[config.mk]
export PLATFORM = sky130hd
export DESIGN_NAME = mod_m_cascade_counter
export DESIGN_NICKNAME = d
export VERILOG_FILES = /design/src/rtl/mod_m_cascade_counter.sv
export SDC_FILE = /design/constraint.sdc
export NUM_CORES = 1
export LEC_CHECK = 0
export CORE_MARGIN = 1.5
export CORE_UTILIZATION = 30
export CTS_BUF_LIST = sky130_fd_sc_hd__clkbuf_16
export DETAILED_ROUTE_END_ITERATION = 12
export SLEW_MARGIN = 20
export SYNTH_ARGS = -nofsm -noshare
export SYNTH_HDL_FRONTEND = slang
export SYNTH_SLANG_ARGS = --single-unit
export TNS_END_PERCENT = 100
[constraint.sdc]
create_clock -name clk -period 4.3 [get_ports clk]
set_input_delay 0.645 -clock clk [delete_from_list [all_inputs] [get_ports clk]]
set_output_delay 0.645 -clock clk [all_outputs]
set_load 0.05 [all_outputs]
[src/rtl/mod_m_cascade_counter.sv]
// mod_m_cascade_counter: D cascaded radix-M digits counting up or down, with
// synchronous clear/load, per-digit load clamping, wrap or saturate at the
// boundaries, a combinational terminal count and a registered overflow pulse.
module mod_m_cascade_counter #(
    parameter int M        = 10,
    parameter int N        = 4,
    parameter int D        = 4,
    parameter bit SATURATE = 1'b0
) (
    input  logic           clk,
    input  logic           reset,
    input  logic           clear,
    input  logic           load,
    input  logic [D*N-1:0] loadValue,
    input  logic           en,
    input  logic           up,
    output logic [D*N-1:0] count,
    output logic           tc,
    output logic           overflow
);

    // Largest legal digit value; fits in N bits because 2^N >= M.
    localparam logic [N-1:0] DMAX = N'(M - 1);

    // Reject parameter sets that cannot represent a digit.
    if (M < 2 || (2 ** N) < M || D < 1) begin : g_bad_params
        $error("mod_m_cascade_counter: need M >= 2, 2^N >= M, D >= 1");
    end

    // Digit views of the packed vectors; digit 0 is the least significant.
    logic [D-1:0][N-1:0] dig;
    logic [D-1:0][N-1:0] ldv;
    logic [D-1:0][N-1:0] ld_clamp;
    logic [D-1:0][N-1:0] cnt_next;
    logic                run_max;
    logic                run_min;
    logic                all_max;
    logic                all_min;
    logic                at_bound;

    assign dig = count;
    assign ldv = loadValue;

    // Clamp load digits and compute the one-cycle carry/borrow step.
    // run_max/run_min track "every lower digit is at M-1 / at 0", which is
    // exactly the enable for the current digit, so the whole chain resolves
    // combinationally in one pass.
    always_comb begin
        run_max  = 1'b1;
        run_min  = 1'b1;
        cnt_next = dig;
        ld_clamp = ldv;
        for (int k = 0; k < D; k++) begin
            ld_clamp[k] = (ldv[k] > DMAX) ? DMAX : ldv[k];
            if (up) begin
                if (run_max) cnt_next[k] = (dig[k] == DMAX) ? '0 : dig[k] + 1'b1;
            end else begin
                if (run_min) cnt_next[k] = (dig[k] == '0) ? DMAX : dig[k] - 1'b1;
            end
            run_max = run_max & (dig[k] == DMAX);
            run_min = run_min & (dig[k] == '0);
        end
        all_max = run_max;
        all_min = run_min;
    end

    assign at_bound = up ? all_max : all_min;

    // Terminal count is masked by any higher-priority action so it can feed
    // the enable of a following counter in the same cycle.
    assign tc = en & ~reset & ~clear & ~load & at_bound;

    // Count and overflow registers with reset > clear > load > en priority.
    always_ff @(posedge clk) begin
        if (reset) begin
            count    <= '0;
            overflow <= 1'b0;
        end else if (clear) begin
            count    <= '0;
            overflow <= 1'b0;
        end else if (load) begin
            count    <= ld_clamp;
            overflow <= 1'b0;
        end else if (en) begin
            // Saturate holds at the boundary; wrap falls out of the digit step.
            if (!(SATURATE && at_bound)) count <= cnt_next;
            overflow <= tc;
        end else begin
            overflow <= 1'b0;
        end
    end

endmodule
==> Word-level counts from Yosys, hierarchy flattened <==
Index checks and enable logic that the tools add are counted.
{ "word_totals": {"register_bits": 17, "in_bits": 22, "out_inout_bits": 18, "word_cells": 76} }
{ "classes": {"n_addsub": 8, "n_lt_le_gt_ge": 4, "n_eq_ne": 7, "mux": 25, "bitwise_logic": 14, "n_reduce_logical": 13} }
{ "op_table": {"columns": ["cell", "n"], "rows": [
  ["two-way mux 4 bit", 22],
  ["two-way mux 16 bit", 2],
  ["adder 4 x 1 -> 4 bit (second input constant)", 4],
  ["== test 4 bit (second input constant)", 4],
  ["greater-than comparator 4 bit (second input constant)", 4],
  ["zero test 4 bit", 4],
  ["subtractor 4 x 1 -> 4 bit (second input constant)", 4],
  ["bitwise AND 1 bit", 10],
  ["inequality test 3 x 2 -> 1 bit (second input constant)", 3],
  ["AND reduction 3 bit", 3],
  ["nonzero test 3 bit", 3],
  ["NOT 1 bit", 4],
  ["OR reduction 4 bit", 1],
  ["nonzero test 2 bit", 1],
  ["OR reduction 2 bit", 1],
  ["two-way mux 1 bit", 1]
]} }

==> Longest topological paths before layout <==
Gate-level depths: netlist of the first run.
{ "depth": {"ltp_word": 7, "mapped_depth": 8, "depth_no_buf": 5} }

==> Worst setup path before layout of the first run <==
OpenSTA, ideal clock, no wires.
{ "synth_timing": {"path_type": "register -> output", "start": "register count[3]", "end": "output port tc", "t_arrival_ps": 2217, "required_time_ps": 3655, "slack_ps": 1438, "stages_incl_launch_ff": 5, "path_buffers": 0, "path_cell_list": "dfxtp_1 -> and4bb_2 -> nand4_1 -> nand4bb_1 -> a21oi_1"} }
{ "synth_via": {"elab_chain_len": 6, "elab_cells_between_ends": 10, "cone_classes": "eq/ne: 1; mux: 1; bitwise: 7; reduce/logical: 1"} }
{ "synth_rtl": {"columns": ["item", "line_no", "source"], "rows": [
  ["from (decl)", "17", "output logic [D*N-1:0] count,"],
  ["from (signal assigned)", "82", "count <= ld_clamp;"],
  ["from (signal assigned)", "86", "if (!(SATURATE && at_bound)) count <= cnt_next;"],
  ["== test 4 bit or zero test 4 bit (tied branches)", "60, 61", null],
  ["bitwise AND 1 bit (on tied branches) (3 in a row)", "60, 61", null],
  ["two-way mux 1 bit *", "67", "assign at_bound = up ? all_max : all_min;"],
  ["bitwise AND 1 bit *", "71", "assign tc = en & ~reset & ~clear & ~load & at_bound;"],
  ["to (decl)", "18", "output logic tc,"]
]} }
Every way passes the cells marked *; elsewhere a longest branch is shown, timed or not.

==> Final worst setup path of the first run <==
{ "layout_timing": {"start": "input port up", "end": "output port tc"} }
{ "layout_via": {"elab_chain_len": 2} }
{ "layout_rtl": {"columns": ["item", "line_no", "source"], "rows": [
  ["from (decl)", "16", "input logic up,"],
  ["two-way mux 1 bit", "67", null],
  ["bitwise AND 1 bit", "71", null]
]} }
Every way passes these cells.

==> impl_metrics.tcl, run 1 <==
set metrics [dict create \
    cts_buffers 3 \
    core_area_mm2 0.00517 \
    drtAntennaViolNets 0 \
    cts_setup_buffers 0 \
    setup_viol 0 \
    muxShareOfSynthArea_pct 3.75 \
    portBuffers 39 \
    synth_edf_count 0 \
    firstDrtPassIters 5 \
    synth.top_cell.area_share_pct 20.8 \
    fmax_mhz 314 \
    synth_cell_types 56 \
    setup_slack_ps 1120 \
    ir_drop_v 0.000117 \
    dp.cells 311 \
    die_y_um 76.8 \
    relSlewSlack_pct 58.2 \
    grt_pass1_wl_mm 7.42 \
    synth.most_common_cell "o21ai_0" \
    overflow 0 \
    via_count 1741 \
    end_kind "output port" \
    powerDensity_mw_per_mm2 254 \
    synth_fa_ha_area_share_pct 0 \
    fin_tns_setup_ps 0 \
    yosys.area_share.simple_pct 27.1 \
    status "complete, no violations" \
    finalNonFillerCells 315 \
    clockBufferDepth 2 \
    final.min_clock_period_ps 3180 \
    gp_congestion 0.770 \
    root_buffer "clkbuf_16" \
    area_growth_pct 28.4 \
    place_ws_ps 1120 \
    io_pins 40 \
    synthArstFlopShare_pct 0 \
    final_core_util_pct 40.5 \
    antenna_found_initial 0 \
    min_from "count[15]" \
    fill_cells 521 \
    htreeDepth 1 \
    grt_max_degree 27 \
    first_iter_violations 202 \
    yosys_warnings 0 \
    skew_ps 1.46 \
    synth_cells 221 \
    hold_viol_final 0 \
    num_antenna_cells 0 \
    vias_per_cell 5.53 \
    nets 268 \
    synth_seq_area_share_pct 20.8 \
    critPathKind "in -> out" \
    dieArea_mm2 0.00589 \
    crit_required_ps 3650 \
    dpl.hpwl_mm 3.15 \
    hp-class "reg -> reg" \
    wl_mm 4.56 \
    post_drt_wl_per_cell_um 14.5 \
    die_x_um 76.8 \
    yosys-top-cells-count "o21ai_0 (25), nor2_1 (18), dfxtp_1 (17)" \
    synth_seq_cells 17 \
    synth_compound_area_share_pct 34.5 \
    p_leak_nw 0.751 \
    synth_xor_area_share_pct 4.83 \
    cp_max_fo 17 \
    crit_arrival_ps 2540 \
    clock_latency_ps 250 \
    hold_buffers 0 \
    grt_usage_pct 15.6 \
    fin_crit_sh_pct 74.0 \
    synth_fp_nets 243 \
    reg2reg_from "count[0]" \
    grt_pass1_vias 1539 \
    startpoint "up" \
    initial_core_util_pct 31.6 \
    syn_avg_cell_area_um2 7.39 \
    cts_resized 0 \
    tightest_slew_ps 624 \
    ys.flop_type "dfxtp_1" \
    syn_area_mm2 0.00163 \
    synth_largest_area_cell "dfxtp_1" \
    drive_gt1_share_pct 7.76 \
    path_clk_slew_ps 50 \
    start_kind "input pin" \
    drc 0 \
    numClockSinks 17 \
    rsz0062_at_grt "no" \
    slew_viol_final 0 \
    cap_violations 0 \
    synth_top_family_by_area "compound AO/OA/AOI/OAI gates" \
    cts_tree "done" \
    rows 26 \
    synth_area_leaders "dfxtp_1 (21%), o21ai_0 (7.7%), a21oi_1 (4.6%)" \
]
==> layer usage <==
| metal | global-route usage, % | up-vias | wire length (um) |
|---|---|---|---|
| li1 | - | 880 | - |
| met1 | 21.2 | 801 | 2180 |
| met2 | 23.9 | 58 | 2060 |
| met3 | 3.93 | 2 | 284 |
| met4 | 4.81 | 0 | 29 |
| met5 | 0 | - | 0 |
==> cell usage in the layout, fill, tap and decap left out, types with 3 or more instances in the layout <==
cell	n
clkdlybuf4s50_1	38
a21oi_1	15
xnor2_1	4
o21ai_0	25
o22ai_1	4
nor2b_1	7
nor3_1	7
xor2_1	5
mux2i_1	5
nor3b_1	3
nand3_1	4
a2111oi_0	3
o211ai_1	7
nor2_1	18
inv_1	8
a211oi_1	3
nand4_1	3
dfxtp_1	17
a31oi_1	7
clkbuf_16	3
nand2_1	11
buf_4	5
==> cell type report <==
class | count | area [um2] | area share [%]
repair buffers | 43 | 418 | 19.9
flip-flops and latches | 17 | 340 | 16.2
clock inverters | 1 | 3.75 | 0.179
well taps | 70 | 87.6 | 4.18
multi-input cells | 174 | 1150 | 54.7
clock buffers | 3 | 75.1 | 3.58
inverters | 7 | 26.3 | 1.25
==> critical path, stage by stage <==
cell and delay, ps:
clkdlybuf4s50_1 870, nor2b_1 300, nand4_1 110, nand4bb_1 210, a21oi_1 180, buf_4 210
==> metrics by stage <==
| stage | total power (W) | instance area (um2) | hold WS, ps |
|---|---|---|---|
| 3_5_place_dp | 0.000343 | 2020 | 594 |
| 3_3_place_gp | 0.000342 | 2020 | 588 |
| 5_1_grt | 0.000561 | 2100 | 662 |
| 2_1_floorplan | 0.000293 | 1630 | 790 |
| 6_report | 0.000533 | 2100 | 597 |
| 4_1_cts | 0.000541 | 2100 | 610 |
==> logic make-up after synthesis <==
| group | Yosys count |
|---|---|
| AO/OA/AOI/OAI | 85 |
| XOR/XNOR | 9 |
| buffers and inverters | 30 |
| flip-flops | 17 |
| multiplexers | 6 |
| AND/OR/NAND/NOR | 74 |
==> where the power goes <==
group / total (W) / switching [W] / internal, W / leakage, nW
Combinational: 0.000154 / 0.0000848 / 0.0000696 / 0.570
Sequential: 0.000187 / 0.0000220 / 0.000165 / 0.139
Clock: 0.000192 / 0.0000685 / 0.000124 / 0.0423
Total: 0.000533 / 0.000175 / 0.000358 / 0.751
==> state kept, by name, summed over array words and instances (netlist names) <==
register / count
count: 16
overflow: 1
==> final timing paths <==
path / to / slack [ps] / cells past startpoint
min reg2reg: count[15] / 600 / 2
min: count[15] / 600 / 2
max: tc / 1120 / 6
max reg2reg: count[13] / 2310 / 5
Power figures use the tool's default switching activity.
==> run 2: changes to the inputs <==
clock period = 2.9 ns   (was 4.3 ns; I/O delays follow)
==> run 2 against run 1 <==
Compared with the run above: largest cell class unchanged; hold slack gained 7.0 ps; die area is the same; final area grew 2.0%; sequential share of layout area shrank 0.32 points; core utilization grew 0.82 points; sequential cell count is the same; non-clock buffer count grew 4.
==> impl_metrics.tcl, run 2 (synthesized netlist as in run 1, its figures left out) <==
set metrics [dict create \
    grt_pass1_wl_mm 7.83 \
    start_kind "input pin" \
    hp-class "reg -> reg" \
    largest_register "count" \
    mostFrequentLayoutCell "clkdlybuf4s50_1" \
    core_area_mm2 0.00517 \
    min_to "count[15]" \
    path_clk_slew_ps 50 \
    grt_usage_pct 16.0 \
    fin_crit_sh_pct 86.3 \
    hold_viol_final 0 \
    setup_viol 0 \
    reg.largest.list "count x16, overflow x1" \
    r2r-end "count[13]" \
    clockBufferDepth 2 \
    grt_pass1_vias 1635 \
    cts_setup_buffers 0 \
    antenna_found_initial 0 \
    drive_gt1_share_pct 9.24 \
    root_buffer "clkbuf_16" \
    overflow 0 \
    nets 272 \
    ff2ff_path_depth 5 \
    die_y_um 76.8 \
    powerDensity_mw_per_mm2 371 \
    whs_ps 604 \
    status "complete, no violations" \
    numClockSinks 17 \
    io_pins 40 \
    cts_buffers 3 \
    path_cells "clkdlybuf4s50_1 > nor2b_1 > nand4_1 > nand4bb_1 > a21oi_1 > buf_12" \
    reg2reg_from "count[8]" \
    r2r_slack_ps 940 \
    first_iter_violations 164 \
    ir_drop_v 0.000206 \
    slowest_delay_ps 540 \
    fmax_mhz 400 \
    skew_ps 1.35 \
    dieArea_mm2 0.00589 \
    hold_buffers 0 \
    via_count 1782 \
    grt_max_degree 35 \
    rsz0062_at_grt "no" \
    largest_reg_flops 16 \
    critPathKind "in -> out" \
    num_antenna_cells 0 \
    cts_resized 0 \
    crit_arrival_ps 2070 \
    area_growth_pct 31.0 \
    firstDrtPassIters 5 \
    htreeDepth 1 \
    final.min_clock_period_ps 2500 \
    gp_congestion 0.815 \
    cp_max_fo 4 \
    wl_mm 4.49 \
    p_leak_nw 0.774 \
    final_cell_mix "clkdlybuf4s50_1 (38), o21ai_0 (25), nor2_1 (18)" \
    vias_per_cell 5.59 \
    drc 0 \
    cap_violations 0 \
    post_drt_wl_per_cell_um 14.1 \
    fin_tns_setup_ps 0 \
    relSlewSlack_pct 65.9 \
    cts_tree "done" \
    die_x_um 76.8 \
    dpl.hpwl_mm 3.24 \
    portBuffers 39 \
    clock_latency_ps 250 \
    end_kind "output port" \
    initial_core_util_pct 31.6 \
    crit_required_ps 2470 \
    rows 26 \
    power_w 0.000795 \
    min_from "count[15]" \
    slew_viol_final 0 \
    drtAntennaViolNets 0 \
    cp_slowest_cell "clkdlybuf4s50_1" \
    hold_depth 2 \
    tightest_slew_ps 509 \
]
-- run 2: cell types whose count changed in the layout (fill, tap and decap cells not counted) --
cell | before | now
buf_12 | 0 | 1
buf_4 | 5 | 8
-- run 2: per-layer routing --
metal,track usage (%),vias to the layer above,routed length [um]
met5,0,-,0
met4,4.44,0,38
met3,3.10,5,349
met2,23.9,79,1910
met1,23.2,809,2190
li1,-,889,-
-- run 2: stage by stage --
stage          instance area (um2)  worst slack [ps]  std cells  utilization [%]
6_report                      2140               397        319             41.4
2_1_floorplan                 1630               248        221                -
3_3_place_gp                  2060               426        315             39.8
5_1_grt                       2140               259        319             41.4
4_1_cts                       2140               376        319             41.4
3_5_place_dp                  2060               376        315             39.8
-- run 2: critical path, delay by kind of cell --
family | cells | cell delay [ps]
buffers and inverters | 2 | 720
AOI/OAI and AO/OA | 1 | 300
and+or+nand+nor | 3 | 620
-- run 2: worst max path at each step --
stage / slack [ps] / endpoint / startpoint
finish: 400 / tc / up
global route: 260 / tc / up
CTS: 380 / tc / up
detailed placement: 380 / tc / up
global placement: 430 / tc / up
floorplan: 250 / tc / count[3]
-- run 2: cell type report --
cell class,instances,area (um2)
Tap cell,70,87.6
Multi-Input combinational cell,174,1150
Clock buffer,3,75.1
Inverter,7,26.3
Timing Repair Buffer,47,460
Clock inverter,1,3.75
Fill cell,538,3030
Sequential cell,17,340
-- run 2: where the power goes --
group	internal [W]	leakage, nW	switching (W)
combinational	0.000107	0.593	0.000133
clock	0.000184	0.0423	0.000100
sequential	0.000244	0.139	0.0000269
total	0.000535	0.774	0.000260
